$ cat src/rtl/hack_pkg.sv
// Shared constants and types for the Hack memory building blocks.
package hack_pkg;
  localparam int WORD_W = 16;
  localparam int DEPTH  = 8;

  typedef enum logic {
    IDLE  = 1'b0,
    CLEAR = 1'b1
  } clr_state_t;
endpackage

$ cat src/rtl/dmux8way.sv
// 8-way demultiplexer: routes a single bit to one of eight outputs.
module dmux8way (
  input  logic       in,
  input  logic [2:0] sel,
  output logic       a,
  output logic       b,
  output logic       c,
  output logic       d,
  output logic       e,
  output logic       f,
  output logic       g,
  output logic       h
);
  assign a = in && (sel == 3'd0);
  assign b = in && (sel == 3'd1);
  assign c = in && (sel == 3'd2);
  assign d = in && (sel == 3'd3);
  assign e = in && (sel == 3'd4);
  assign f = in && (sel == 3'd5);
  assign g = in && (sel == 3'd6);
  assign h = in && (sel == 3'd7);
endmodule

$ cat src/rtl/ram8_clear.sv
// Eight-word register bank with a sequential clear engine (one word per cycle)
// and a busy/done handshake.
module ram8_clear
  import hack_pkg::*;
#(
  parameter int WIDTH = WORD_W
) (
  input  logic             clk,
  input  logic             rst,
  input  logic [WIDTH-1:0] in,
  input  logic             load,
  input  logic [2:0]       address,
  input  logic             clear,
  output logic [WIDTH-1:0] out,
  output logic             busy,
  output logic             done
);
  clr_state_t       state;
  logic [2:0]       cnt;
  logic [DEPTH-1:0] load_sel;
  logic [DEPTH-1:0] wr_en;
  logic [DEPTH-1:0] clr_en;
  logic [WIDTH-1:0] mem [DEPTH];

  dmux8way u_dmux (
    .in  (load),
    .sel (address),
    .a   (load_sel[0]),
    .b   (load_sel[1]),
    .c   (load_sel[2]),
    .d   (load_sel[3]),
    .e   (load_sel[4]),
    .f   (load_sel[5]),
    .g   (load_sel[6]),
    .h   (load_sel[7])
  );

  // Writes are only honoured in IDLE; the clear engine owns the bank otherwise.
  for (genvar gi = 0; gi < DEPTH; gi++) begin : g_en
    assign wr_en[gi]  = load_sel[gi] && (state == IDLE);
    assign clr_en[gi] = (state == CLEAR) && (cnt == 3'(gi));
  end

  always_ff @(posedge clk or posedge rst) begin
    if (rst) begin
      for (int i = 0; i < DEPTH; i++) mem[i] <= '0;
    end else begin
      for (int i = 0; i < DEPTH; i++) begin
        if (wr_en[i])
          mem[i] <= in;
        else if (clr_en[i])
          mem[i] <= '0;
      end
    end
  end

  always_ff @(posedge clk or posedge rst) begin
    if (rst) begin
      state <= IDLE;
      cnt   <= 3'd0;
      busy  <= 1'b0;
      done  <= 1'b0;
    end else begin
      done <= 1'b0;
      case (state)
        IDLE: begin
          if (clear) begin
            state <= CLEAR;
            cnt   <= 3'd0;
            busy  <= 1'b1;
          end
        end
        CLEAR: begin
          cnt <= cnt + 3'd1;
          if (cnt == 3'd7) begin
            state <= IDLE;
            busy  <= 1'b0;
            done  <= 1'b1;
          end
        end
        default: state <= IDLE;
      endcase
    end
  end

  always_comb out = mem[address];
endmodule

$ cat config.mk
export PLATFORM = sky130hd
export DESIGN_NAME = ram8_clear
export DESIGN_NICKNAME = d
export VERILOG_FILES = /design/src/rtl/hack_pkg.sv /design/src/rtl/dmux8way.sv /design/src/rtl/ram8_clear.sv
export SDC_FILE = /design/constraint.sdc
export NUM_CORES = 1
export LEC_CHECK = 0
export BUFFER_PORTS_ARGS = -buffer_cell sky130_fd_sc_hd__buf_2
export CAP_MARGIN = 20
export CORE_ASPECT_RATIO = 0.9
export CORE_MARGIN = 8
export CORE_UTILIZATION = 32
export CTS_BUF_LIST = sky130_fd_sc_hd__clkbuf_4 sky130_fd_sc_hd__clkbuf_8
export DETAILED_ROUTE_END_ITERATION = 8
export GPL_ROUTABILITY_DRIVEN = 1
export SYNTH_ARGS = -nofsm -noshare
export SYNTH_HDL_FRONTEND = slang
export SYNTH_HIERARCHICAL = 1
export SYNTH_SLANG_ARGS = --single-unit
$ cat constraint.sdc
create_clock -name clk -period 5.8 [get_ports clk]
set_clock_uncertainty 0.1 [all_clocks]
set_input_delay 0.58 -clock clk [delete_from_list [all_inputs] [get_ports clk]]
set_output_delay 0.58 -clock clk [all_outputs]
set_load 0.02 [all_outputs]
; After elaboration in Yosys (flattened, before gate mapping)
; Cells that the tools add are included.
[totals]
regBits = 134
out_inout_bits = 18
word_cells = 96
[op_classes]
mux = 29
n_lt_le_gt_ge = 1
n_addsub = 1
n_eq_ne = 16
reduce_logical = 35
bitwise_logic = 2
[op_table]
columns = op, count
row1 = 16-bit two-way mux, 18
row2 = 16-bit binary-select mux with 3-bit select, 1
row3 = "3-bit equality test, second input constant", 8
row4 = 1-bit logical AND, 24
row5 = 2-bit nonzero test, 8
row6 = "3-bit by 2-bit equality test with 1-bit output, second input constant", 4
row7 = "3-bit by 1-bit equality test with 1-bit output, second input constant", 2
row8 = 3-bit zero test, 2
row9 = 1-bit two-way mux, 6
row10 = 3-bit case mux with 2 select lines, 1
row11 = "4-bit >= comparator, second input constant", 1
row12 = 3-bit inverter with 4-bit output, 1
row13 = 1-bit case mux with 2 select lines, 2
row14 = "3-bit by 1-bit adder with 3-bit output, second input constant", 1
row15 = 3-bit two-way mux, 1
row16 = "2-bit by 1-bit != test with 1-bit output, second input constant", 1
row17 = "2-bit != test, second input constant", 1
row18 = 2-bit AND reduction, 1
row19 = 1-bit inverter, 1

; Longest topological paths before layout
[depth]
depth_word = 4
depth_mapped = 6

; Modules after synthesis
; Netlist, hierarchy kept.
[by_module_without_submodules]
columns = module, cells_each, n_inst, seq_area_each_um2, area_per_inst_um2
row1 = ram8_clear, 622, 1, 3353.2, 7096.8
row2 = dmux8way, 8, 1, 0.0, 96.3

; Least setup slack after synthesis
; No wires, ideal clock.
[synth_path]
path_kind = input to output
startpoint = in address[0]
endpoint = out out[12]
required_ns = 5.120
setup_slack_ns = 3.435
cell_stages = 4
arrival_time_ns = 1.685
cell_sequence = buf_6 -> buf_6 -> mux4_1 -> mux2_2
[synth_via]
elab_chain_len = 4
[synth_rtl]
columns = item, line_no
row1 = "start, declared", ram8_clear.sv:12  ; input logic [2:0] address,
row2 = 3-bit inverter with 4-bit output (implied by the code), ram8_clear.sv:86  ; always_comb out = mem[address];
row3 = 16-bit binary-select mux with 3-bit select, ram8_clear.sv:86
row4 = 16-bit two-way mux (implied by the code) (2 in a row), ram8_clear.sv:86
row5 = "end, declared", ram8_clear.sv:14  ; output logic [WIDTH-1:0] out,
; Every way passes these cells. The select of a mux whose other input is x is not followed.

; Worst setup path in the final report
[layout_path]
startpoint = in address[2]
endpoint = out out[7]
; The elaborated chain is that of the path after synthesis.

==> impl_metrics.toml <==
[setup_path]
critPathMaxStageDelay_ps = 740
critical_path.max_fanout = 40
cpLargestDelayFamily = "multiplexers"
regToRegSetupSlack_ps = 3530
crit_chain = "buf_2, mux4_1, mux2_2, buf_2"
r2r-start = "state"
worstPathArrival_ps = 2510
crit_path_frequent_cell = "buf_2"
r2r_cells = 3
kind_of_end_point_of_the_critical_path = "output pin"
r2r-end = "mem[120]"
worstPathRequired_ps = 5120
crit_type = "input pin to output pin"
crit_slowest_cell = "buf_2"
critPathBufInv = 2
timing.critical_path.from_type = "input pin"

[sta]
fmax_mhz = 314
final_period_minus_worst_setup_slack_ps = 3190
timing.final.ws_setup_ps = 2610
tightest_slew_ps = 1010
rsz0062_at_grt = "false"
timing.final.setup_violations = 0
hold_slack_ps = 170
timing.final.hold_violations = 0
max-slew-margin-rel = 0.324
setup-tns-final_ps = 0
final_max_slew_viol_count = 0
final.period_utilization = 0.549

[clock_tree]
post_cts_resized = 0
numCtsBuffers = 17
clock_latency_ps = 450
post_cts_setup_buffers = 0
cts-htree-levels = 4
cts_hold_buf = 0
cts.sink_count = 134
tritoncts = "yes"
clk_transition_reported_paths_ps = 80
cts.root.buffer_cell = "clkbuf_8"
clock_path_buffers = 2

[routing]
1st_iter_drt_viols = 675
vias = 5060
met2_wire_length_mm = 9.67
wl_met3_um = 851
drt-met1-wl_mm = 9.01
drt_first_pass_iters = 7
route.detailed.vias_per_inst = 5.44
drcViolationCount = 0
postRouteWirelength_mm = 19.8
average_routed_wire_per_standard_cell_um = 21.3
antenna_violating_nets_post_route = 0
route.top_layer_used = "met4"

[place]
placed_cell_area_mm2 = 0.00749
setup_slack_at_placement_ps = 2420
detailedPlacementHpwl_mm = 12.5
place_inst = 898
io_buffer_count = 40
gp_congestion = 0.764

[cells_and_area]
fin_nets = 651
area.growth.synth_to_final_pct = 10.4
post_layout_nonfiller_instances = 931
filler_cell_count = 2202
finalInstanceArea_mm2 = 0.00794
insertedDiodeCount = 0
post_route_cells_drive_above_1_share = 0.192

[synth]
synth_fp_nets = 660
yosys.area.top_type = "dfrtp_1"
syn_avg_cell_area_um2 = 11.4
ys_seq_elements = 134
synthesis.area_mm2 = 0.00719
synth.yosys.seq_area_share = 0.466
netlist_top_cells_area = "dfrtp_1 47%, o31ai_1 10%, nand3b_1 10%"
ys.warnings.count = 6
synth.distinct_cells = 29
synthesis.instances = 630
synth_top_area_share = 0.466

[hold_path]
hp-class = "input pin to asynchronous set/reset pin"

[global_routing]
grt_use_total = 0.148
number_of_global_route_vias_before_repair = 5111
grt_start_max_net_pins = 88
initial_antenna_violation_count = 0
grt_first_pass_wirelength_mm = 31.2
grt_overflow_total = 0

[pwr]
cellLeakagePower_nw = 3.53
ir_worst_vdd_mv = 0.183
p_per_area_mw_per_mm2 = 443

[floorplan]
die_x_um = 174
floorplan.core_area_mm2 = 0.0223
total_die_area_mm2 = 0.0275
num_io_pins = 41
floorplan.die.height_um = 158
initial_utilization = 0.323
rows = 52

[job]
maxCapViolCount = 0

[outcome]
outcome = "finished clean"
placed cells by master, fill, tap and decap left out:
| cell | instances |
|---|---|
| clkinvlp_4 | 4 |
| nand3b_1 | 96 |
| inv_1 | 101 |
| and4bb_2 | 3 |
| bufinv_16 | 4 |
| nor2b_2 | 2 |
| nand2_1 | 1 |
| mux4_1 | 24 |
| buf_6 | 2 |
| nand2b_1 | 1 |
| mux4_2 | 8 |
| mux2i_1 | 3 |
| and4_2 | 1 |
| a22o_1 | 32 |
| clkinv_2 | 4 |
| inv_6 | 1 |
| nor2b_1 | 6 |
| buf_2 | 40 |
| and2_1 | 1 |
| and3_1 | 3 |
| mux2_2 | 17 |
| and3b_1 | 3 |
| dfrtp_2 | 1 |
| o31ai_1 | 98 |
| clkinv_4 | 1 |
| clkbuf_8 | 19 |
| dfrtp_1 | 133 |
| and4b_2 | 3 |
| ha_1 | 7 |
| nor4b_2 | 1 |
| nor2_1 | 2 |
| buf_4 | 11 |
| o22ai_1 | 1 |
cells in the mapped netlist:
| library cell | number |
|---|---|
| buf_6 | 3 |
| nand2_1 | 1 |
| nand2b_1 | 1 |
| nand3b_1 | 96 |
| and3b_1 | 3 |
| mux4_1 | 24 |
| buf_2 | 18 |
| a22o_1 | 32 |
| clkbuf_1 | 39 |
| ha_1 | 7 |
| mux2_2 | 17 |
| and4_2 | 1 |
| dfrtp_1 | 134 |
| mux2i_1 | 3 |
| and2_1 | 1 |
| buf_12 | 1 |
| nor2b_1 | 8 |
| nor2_1 | 2 |
| o22ai_1 | 1 |
| buf_1 | 17 |
| clkbuf_2 | 2 |
| mux4_2 | 8 |
| nor4b_2 | 1 |
| o31ai_1 | 98 |
| and4b_2 | 3 |
| buf_8 | 1 |
| and3_1 | 3 |
| and4bb_2 | 3 |
| inv_1 | 102 |
report_power, final:
group | internal [W] | switching, W | total (W)
combinational | 0.000546 | 0.000616 | 0.00116
sequential | 0.00126 | 0.000224 | 0.00149
clock | 0.000488 | 0.000384 | 0.000872
total | 0.00230 | 0.00122 | 0.00352
through the flow:
step	util	power [W]
after floorplan	-	0.00231
after global placement	0.336	0.00264
final	0.357	0.00352
after CTS	0.356	0.00353
after global routing	0.357	0.00372
after detailed placement	0.337	0.00266
worst reg2reg max path: stages, from the launching register on:
cell	delay, ps
dfrtp_2	560
buf_4	540
and3b_1	790
o31ai_1	140
metal layers:
metal,global-route usage,up-vias
met2,0.242,147
met4,0.0553,0
met3,0.0236,22
met1,0.196,2647
met5,0,-
li1,-,2244
sequential cells by signal, indices dropped and copies added, names as in the netlist:
name / cells
busy: 1
done: 1
mem: 128
cnt: 3
state: 1
layout make-up:
| type | instances | area, um^2 | share of cell area |
|---|---|---|---|
| sequential | 134 | 3350 | 0.422 |
| multi-input combinational | 313 | 3080 | 0.388 |
| inverter | 102 | 388 | 0.0488 |
| tap | 297 | 372 | 0.0468 |
| timing repair buffer | 53 | 305 | 0.0384 |
| clock buffer | 19 | 262 | 0.0329 |
| clock inverter | 13 | 179 | 0.0225 |
kinds of logic (layout without fill, tap and decap cells):
family | count (synthesis) | count (layout) | share of synthesized area
AOI/OAI and AO/OA | 131 | 131 | 0.142
adders and majority gates | 7 | 7 | 0.0122
buffers and inverters | 183 | 187 | 0.106
DFF | 134 | 134 | 0.466
muxes | 52 | 52 | 0.144
and+or+nand+nor | 123 | 123 | 0.130
how the worst max path moves through the flow:
stage | startpoint | cells past startpoint | end
after detailed placement | address[2] | 4 | mem[35]
after global placement | address[0] | 5 | mem[99]
final | address[2] | 4 | out[7]
after floorplan | rst | 1 | busy
after global routing | address[2] | 4 | out[7]
after CTS | address[2] | 4 | out[9]
(Power assumes the default switching activity.)
